File: config.mk
export PLATFORM = sky130hd
export DESIGN_NAME = i2s_audio_tx
export DESIGN_NICKNAME = d
export VERILOG_FILES = /design/src/rtl/i2s_audio_tx.sv
export SDC_FILE = /design/constraint.sdc
export NUM_CORES = 1
export LEC_CHECK = 0
export BUFFER_PORTS_ARGS = -buffer_cell sky130_fd_sc_hd__buf_2
export CAP_MARGIN = 5
export CORE_AREA = 5 5 135 105
export DETAILED_ROUTE_END_ITERATION = 7
export DIE_AREA = 0 0 140 110
export PLACE_DENSITY = 0.57
export SLEW_MARGIN = 40
export SYNTH_ARGS = -nofsm -noshare
export SYNTH_HDL_FRONTEND = slang
export SYNTH_SLANG_ARGS = --single-unit
File: constraint.sdc
create_clock -name CLK -period 2.1 [get_ports CLK]
set_input_delay 0.63 -clock CLK [delete_from_list [all_inputs] [get_ports CLK]]
set_output_delay 0.63 -clock CLK [all_outputs]
set_load 0.02 [all_outputs]
File: src/rtl/i2s_audio_tx.sv
// i2s_audio_tx: scales/saturates the mixed TONE sample to 16 bits, buffers it in a
// 2-entry FIFO and serialises it as mono I2S (same word on L and R), one word per frame.
module i2s_audio_tx #(
  parameter int unsigned BCLK_HALF = 8,
  parameter int unsigned SHIFT     = 15
) (
  input  logic        CLK,
  input  logic        RESET_N,
  input  logic [31:0] TONE,
  input  logic        TONE_VALID,
  output logic        TONE_READY,
  output logic        FRAME_REQ,
  output logic        UNDERRUN,
  output logic        AUD_BCLK,
  output logic        AUD_DACLRCK,
  output logic        AUD_DACDAT
);

  localparam int unsigned DIV_W  = (BCLK_HALF > 1) ? $clog2(BCLK_HALF) : 1;
  localparam int unsigned WORD_W = 16;
  localparam int unsigned BIT_W  = 6;

  logic [DIV_W-1:0]  div_q, div_d;
  logic              bclk_q, bclk_d;
  logic [BIT_W-1:0]  bit_cnt_q, bit_cnt_d;
  logic              lrck_q, lrck_d;
  logic              dat_q, dat_d;
  logic              frame_req_q, frame_req_d;
  logic              underrun_q, underrun_d;
  logic              ready_q, ready_d;
  logic [WORD_W-1:0] mem_q [2];
  logic [WORD_W-1:0] mem_d [2];
  logic              wr_ptr_q, wr_ptr_d;
  logic              rd_ptr_q, rd_ptr_d;
  logic [1:0]        count_q, count_d;
  logic [WORD_W-1:0] play_q, play_d;
  logic [WORD_W-1:0] last_q, last_d;

  logic              div_end_c;
  logic              fall_c;
  logic              frame_start_c;
  logic              push_c;
  logic              pop_c;
  logic signed [31:0] tone_s_c;
  logic [WORD_W-1:0] word_c;
  logic [4:0]        idx_c;
  logic [3:0]        sel_c;

  // Scale by arithmetic shift, then saturate to the signed 16-bit range
  always_comb begin
    tone_s_c = $signed(TONE) >>> SHIFT;
    word_c   = tone_s_c[WORD_W-1:0];
    if (tone_s_c > 32'sd32767) begin
      word_c = 16'h7FFF;
    end else if (tone_s_c < -32'sd32768) begin
      word_c = 16'h8000;
    end
  end

  // Divider, bit counter, serial outputs, FIFO and frame-start next-state logic
  always_comb begin
    div_d       = DIV_W'(div_q + 1'b1);
    bclk_d      = bclk_q;
    bit_cnt_d   = bit_cnt_q;
    lrck_d      = lrck_q;
    dat_d       = dat_q;
    frame_req_d = 1'b0;
    underrun_d  = 1'b0;
    play_d      = play_q;
    last_d      = last_q;
    mem_d       = mem_q;
    wr_ptr_d    = wr_ptr_q;
    rd_ptr_d    = rd_ptr_q;
    count_d     = count_q;
    idx_c       = 5'd0;
    sel_c       = 4'd0;

    div_end_c     = (div_q == DIV_W'(BCLK_HALF - 1));
    fall_c        = div_end_c & bclk_q;
    frame_start_c = fall_c & (bit_cnt_q == 6'd63);
    push_c        = TONE_VALID & ready_q;
    pop_c         = frame_start_c & (count_q != 2'd0);

    if (div_end_c) begin
      div_d  = '0;
      bclk_d = ~bclk_q;
    end

    // Frame start latches the word to play; an empty FIFO repeats the last word
    if (frame_start_c) begin
      frame_req_d = 1'b1;
      if (pop_c) begin
        play_d = mem_q[rd_ptr_q];
        last_d = mem_q[rd_ptr_q];
      end else begin
        play_d     = last_q;
        underrun_d = 1'b1;
      end
    end

    // Serial data changes only on BCLK falling edges; slot 0 of each half is the I2S delay
    if (fall_c) begin
      bit_cnt_d = BIT_W'(bit_cnt_q + 1'b1);
      lrck_d    = bit_cnt_d[5];
      idx_c     = bit_cnt_d[4:0];
      sel_c     = 4'(5'd16 - idx_c);
      if ((idx_c >= 5'd1) && (idx_c <= 5'd16)) begin
        dat_d = play_d[sel_c];
      end else begin
        dat_d = 1'b0;
      end
    end

    if (push_c) begin
      mem_d[wr_ptr_q] = word_c;
      wr_ptr_d        = ~wr_ptr_q;
    end
    if (pop_c) begin
      rd_ptr_d = ~rd_ptr_q;
    end
    case ({push_c, pop_c})
      2'b10:   count_d = 2'(count_q + 2'd1);
      2'b01:   count_d = 2'(count_q - 2'd1);
      default: count_d = count_q;
    endcase

    ready_d = (count_d < 2'd2);
  end

  // State registers with synchronous active-low reset
  always_ff @(posedge CLK) begin
    if (!RESET_N) begin
      div_q       <= '0;
      bclk_q      <= 1'b0;
      bit_cnt_q   <= 6'd63;
      lrck_q      <= 1'b0;
      dat_q       <= 1'b0;
      frame_req_q <= 1'b0;
      underrun_q  <= 1'b0;
      ready_q     <= 1'b0;
      mem_q[0]    <= '0;
      mem_q[1]    <= '0;
      wr_ptr_q    <= 1'b0;
      rd_ptr_q    <= 1'b0;
      count_q     <= 2'd0;
      play_q      <= '0;
      last_q      <= '0;
    end else begin
      div_q       <= div_d;
      bclk_q      <= bclk_d;
      bit_cnt_q   <= bit_cnt_d;
      lrck_q      <= lrck_d;
      dat_q       <= dat_d;
      frame_req_q <= frame_req_d;
      underrun_q  <= underrun_d;
      ready_q     <= ready_d;
      mem_q       <= mem_d;
      wr_ptr_q    <= wr_ptr_d;
      rd_ptr_q    <= rd_ptr_d;
      count_q     <= count_d;
      play_q      <= play_d;
      last_q      <= last_d;
    end
  end

  assign TONE_READY  = ready_q;
  assign FRAME_REQ   = frame_req_q;
  assign UNDERRUN    = underrun_q;
  assign AUD_BCLK    = bclk_q;
  assign AUD_DACLRCK = lrck_q;
  assign AUD_DACDAT  = dat_q;

endmodule

==> reports/qor.txt <==
Flop pwr share - 42.3%
CTS tree - built
Die Area - 15400 um^2
HP Class - reg -> reg
Hold buffers post-CTS - 0
GPL Wtd Cong - 0.7748
Startpoint types - register
Post-synth EDFFs - 0
Comb pwr share - 7.4%
Crit-path cells - inv_1 -> ha_2 -> nor4bb_1 -> a211oi_1 -> or3_1 -> a21oi_1 -> o311ai_2 -> o211a_1
Register bit total from synthesis - 83
Worst slew pin tran - 620.1 ps
Pins Over Slew Limit - 0
Clk slew on worst S/H paths - 60 ps
Starting Density - 29.29%
Synth cell types - 49
Cell taking the most area after synthesis - dfxtp_1
Synthesized area - 3721 um^2
First-pass GRT wire length - 14510 um
Top-area cell type share of the netlist area - 44.65%
FFs w/ async S/R, synth - 0%
Filler instances - 1293
Synth Area in Adders - 1.681%
CP Depth - 8
Switch Pwr - 820.1 uW
Boundary pin count - 41
Clk sinks - 83
Ys flop type - dfxtp_1
Gr ovfl total - 0
Tcrit/Tclk final - 96.01%
Synth warn - 0
Crit Path Class - reg -> reg
Placed Area - 4159 um^2
Final setup vio count - 0
Setup ws final - 83.86 ps
Vias - 3084
Cell internal pwr - 3083 uW
Vias in the first global route - 2900
Clock power share - 50.3%
Worst hold stages - 2
Dpl ws - -5.461 ps
Synth area leaders - dfxtp_1, a211oi_1, nor2_1
Largest family of logic cells by synthesized area - compound AO/OA/AOI/OAI gates
CTS Buffer Depth - 2
Run status - finished, final reports clean
Total CTS buffers - 9
Vias/cell - 4.880
Drt total wl - 8827 um
Post-synth net total - 464
Number of buffers added on ports - 25
Area grow syn2layout - 24.41%
Pwr dens - 843.1 nW/um^2
Synth Area in Simple Gates - 17.72%
RSZ-0062 raised after global routing - true
Compound-Gate Fraction of Synth Area - 19.60%
DP HPWL - 6124 um
Row cnt - 36
Fmax - 496.0 MHz
Leading cell type by number of instances after synthesis - dfxtp_1
CP bufs+invs - 1
Initial antenna violation count - 0
Crit end category - register
Clk_lat worst skew - 340 ps
Hold Vio Cnt, Final - 0
Max-Cap Viols - 0
Share of post-route cells with drive strength above 1 - 22.56%
Total Routing Usage GR - 11.79%
Rel. slew slack - 58.66%
Xor/xnor share of the synthesized area - 2.824%
Core Area - 12700 um^2
Switching part of the total - 21.01%
Tot Pwr - 3903 uW
Die Height - 110 um
ANT nets after route - 0
Fin crit period - 2016 ps
Initial drt markers - 212
Commonest cells post-synth - dfxtp_1, nor2_1, nand2_1
Worst path arrival time - 2250 ps
Final Core Density - 36.45%
Synthesized instance count - 424
Leak Pwr - 0.001671 uW
Worst Reg-to-Reg Cells - 8
Worst stage delay on the critical path - 370 ps
Maximum VDD drop - 0.3807 mV
CTS root buf - clkbuf_16
Crit path max fanout - 5
TritonRoute pass-1 iters - 4
Mux contribution to synthesized area - 8.070%
Largest net degree at the start of global routing - 55
Drt wl/cell - 13.97 um
Design Area, Final - 4629 um^2
Required @ worst endpoint - 2330 ps
Register area share after synthesis - 44.65%
Max H-tree Level - 3
Antenna cells - 0
CP top delay family - simple AND/OR/NAND/NOR gates
Worst Skew - 7.642 ps
Post-Syn Area per Cell - 8.776 um^2
Die W - 140 um
Nets - 496
Crit-path slowest cell - dfxtp_2
# DRC - 0
==> cells in the final DEF (no fill, tap or decap), types with 10 or more instances in the layout <==
cell type  count
nor2_1        51
a211oi_1      33
mux2i_1       14
nor3_1        10
dfxtp_1       78
buf_2         25
o21ai_0       25
nand2_1       47
a21oi_1       36
buf_4         21
==> layer usage <==
metal / track usage (%) / part of all wire, % / vias to the layer above
li1: - / - / 1565
met1: 15.63 / 51 / 1473
met2: 18.67 / 45 / 37
met3: 3.320 / 3.2 / 9
met4: 3.942 / 1.4 / 0
met5: 0 / 0 / -
==> state kept, by name, indices dropped and copies added, names as in the netlist <==
| register | flops |
|---|---|
| AUD_BCLK | 1 |
| last_q | 16 |
| AUD_DACLRCK | 1 |
| count_q | 2 |
| FRAME_REQ | 1 |
| play_q | 16 |
| div_q | 3 |
| mem_q | 32 |
| wr_ptr_q | 1 |
| AUD_DACDAT | 1 |
| TONE_READY | 1 |
| UNDERRUN | 1 |
| bit_cnt_q | 6 |
| rd_ptr_q | 1 |
==> through the flow <==
step	instances	hold slack (ps)	setup TNS, ps
floorplan	424	404.3	0
CTS	630	454.0	0
finish	632	453.6	0
global route	632	479.7	-30.21
detailed placement	614	441.6	-5.461
global placement	614	413.1	0
==> path summary, 6_finish.rpt <==
check                    start    endpoint  slack, ps
setup reg to reg  bit_cnt_q[0]  AUD_DACDAT         80
hold reg to reg     play_q[13]  play_q[13]        450
hold / removal      play_q[13]  play_q[13]        450
setup / recovery  bit_cnt_q[0]  AUD_DACDAT         80
==> cells by family after synthesis <==
| group | after synthesis |
|---|---|
| AO/OA/AOI/OAI | 115 |
| AND/OR/NAND/NOR | 146 |
| buffers and inverters | 38 |
| multiplexers | 25 |
| flip-flops | 83 |
| XOR/XNOR | 12 |
| adder cells (fa/ha/maj) | 5 |
==> area by class of cell <==
| class | count | area [um^2] | area share, % |
|---|---|---|---|
| clock buffers | 12 | 256.5 | 5.541 |
| clock inverters | 4 | 120.1 | 2.595 |
| inverters | 7 | 26.28 | 0.5676 |
| multi-input cells | 303 | 1959 | 42.32 |
| flip-flops and latches | 83 | 1668 | 36.03 |
| well taps | 171 | 214.0 | 4.622 |
| repair buffers | 52 | 385.4 | 8.324 |
==> worst min-delay path, delay by kind of cell (launching register included) <==
kind            cells  cell delay [ps]
flops               1              300
simple gates        1               50
compound gates      1               50
==> repair_timing <==
item / 4_1_cts / 5_1_grt
pin swaps: 0 / 8
gates resized for setup: 2 / 18
setup endpoints to repair: 1 / 6
buffers inserted: 0 / 2
gates cloned: 0 / 0
==> power groups by stage <==
stage                     Sequential, uW  Combinational (uW)  Clock, uW
after global placement              1680                 273          0
after floorplan                     1670                 200          0
after global routing                1650                 329       2080
after CTS                           1650                 283       2000
after detailed placement            1680                 281          0
final                               1650                 289       1970
Note: power is estimated with default switching activity, not from simulation.
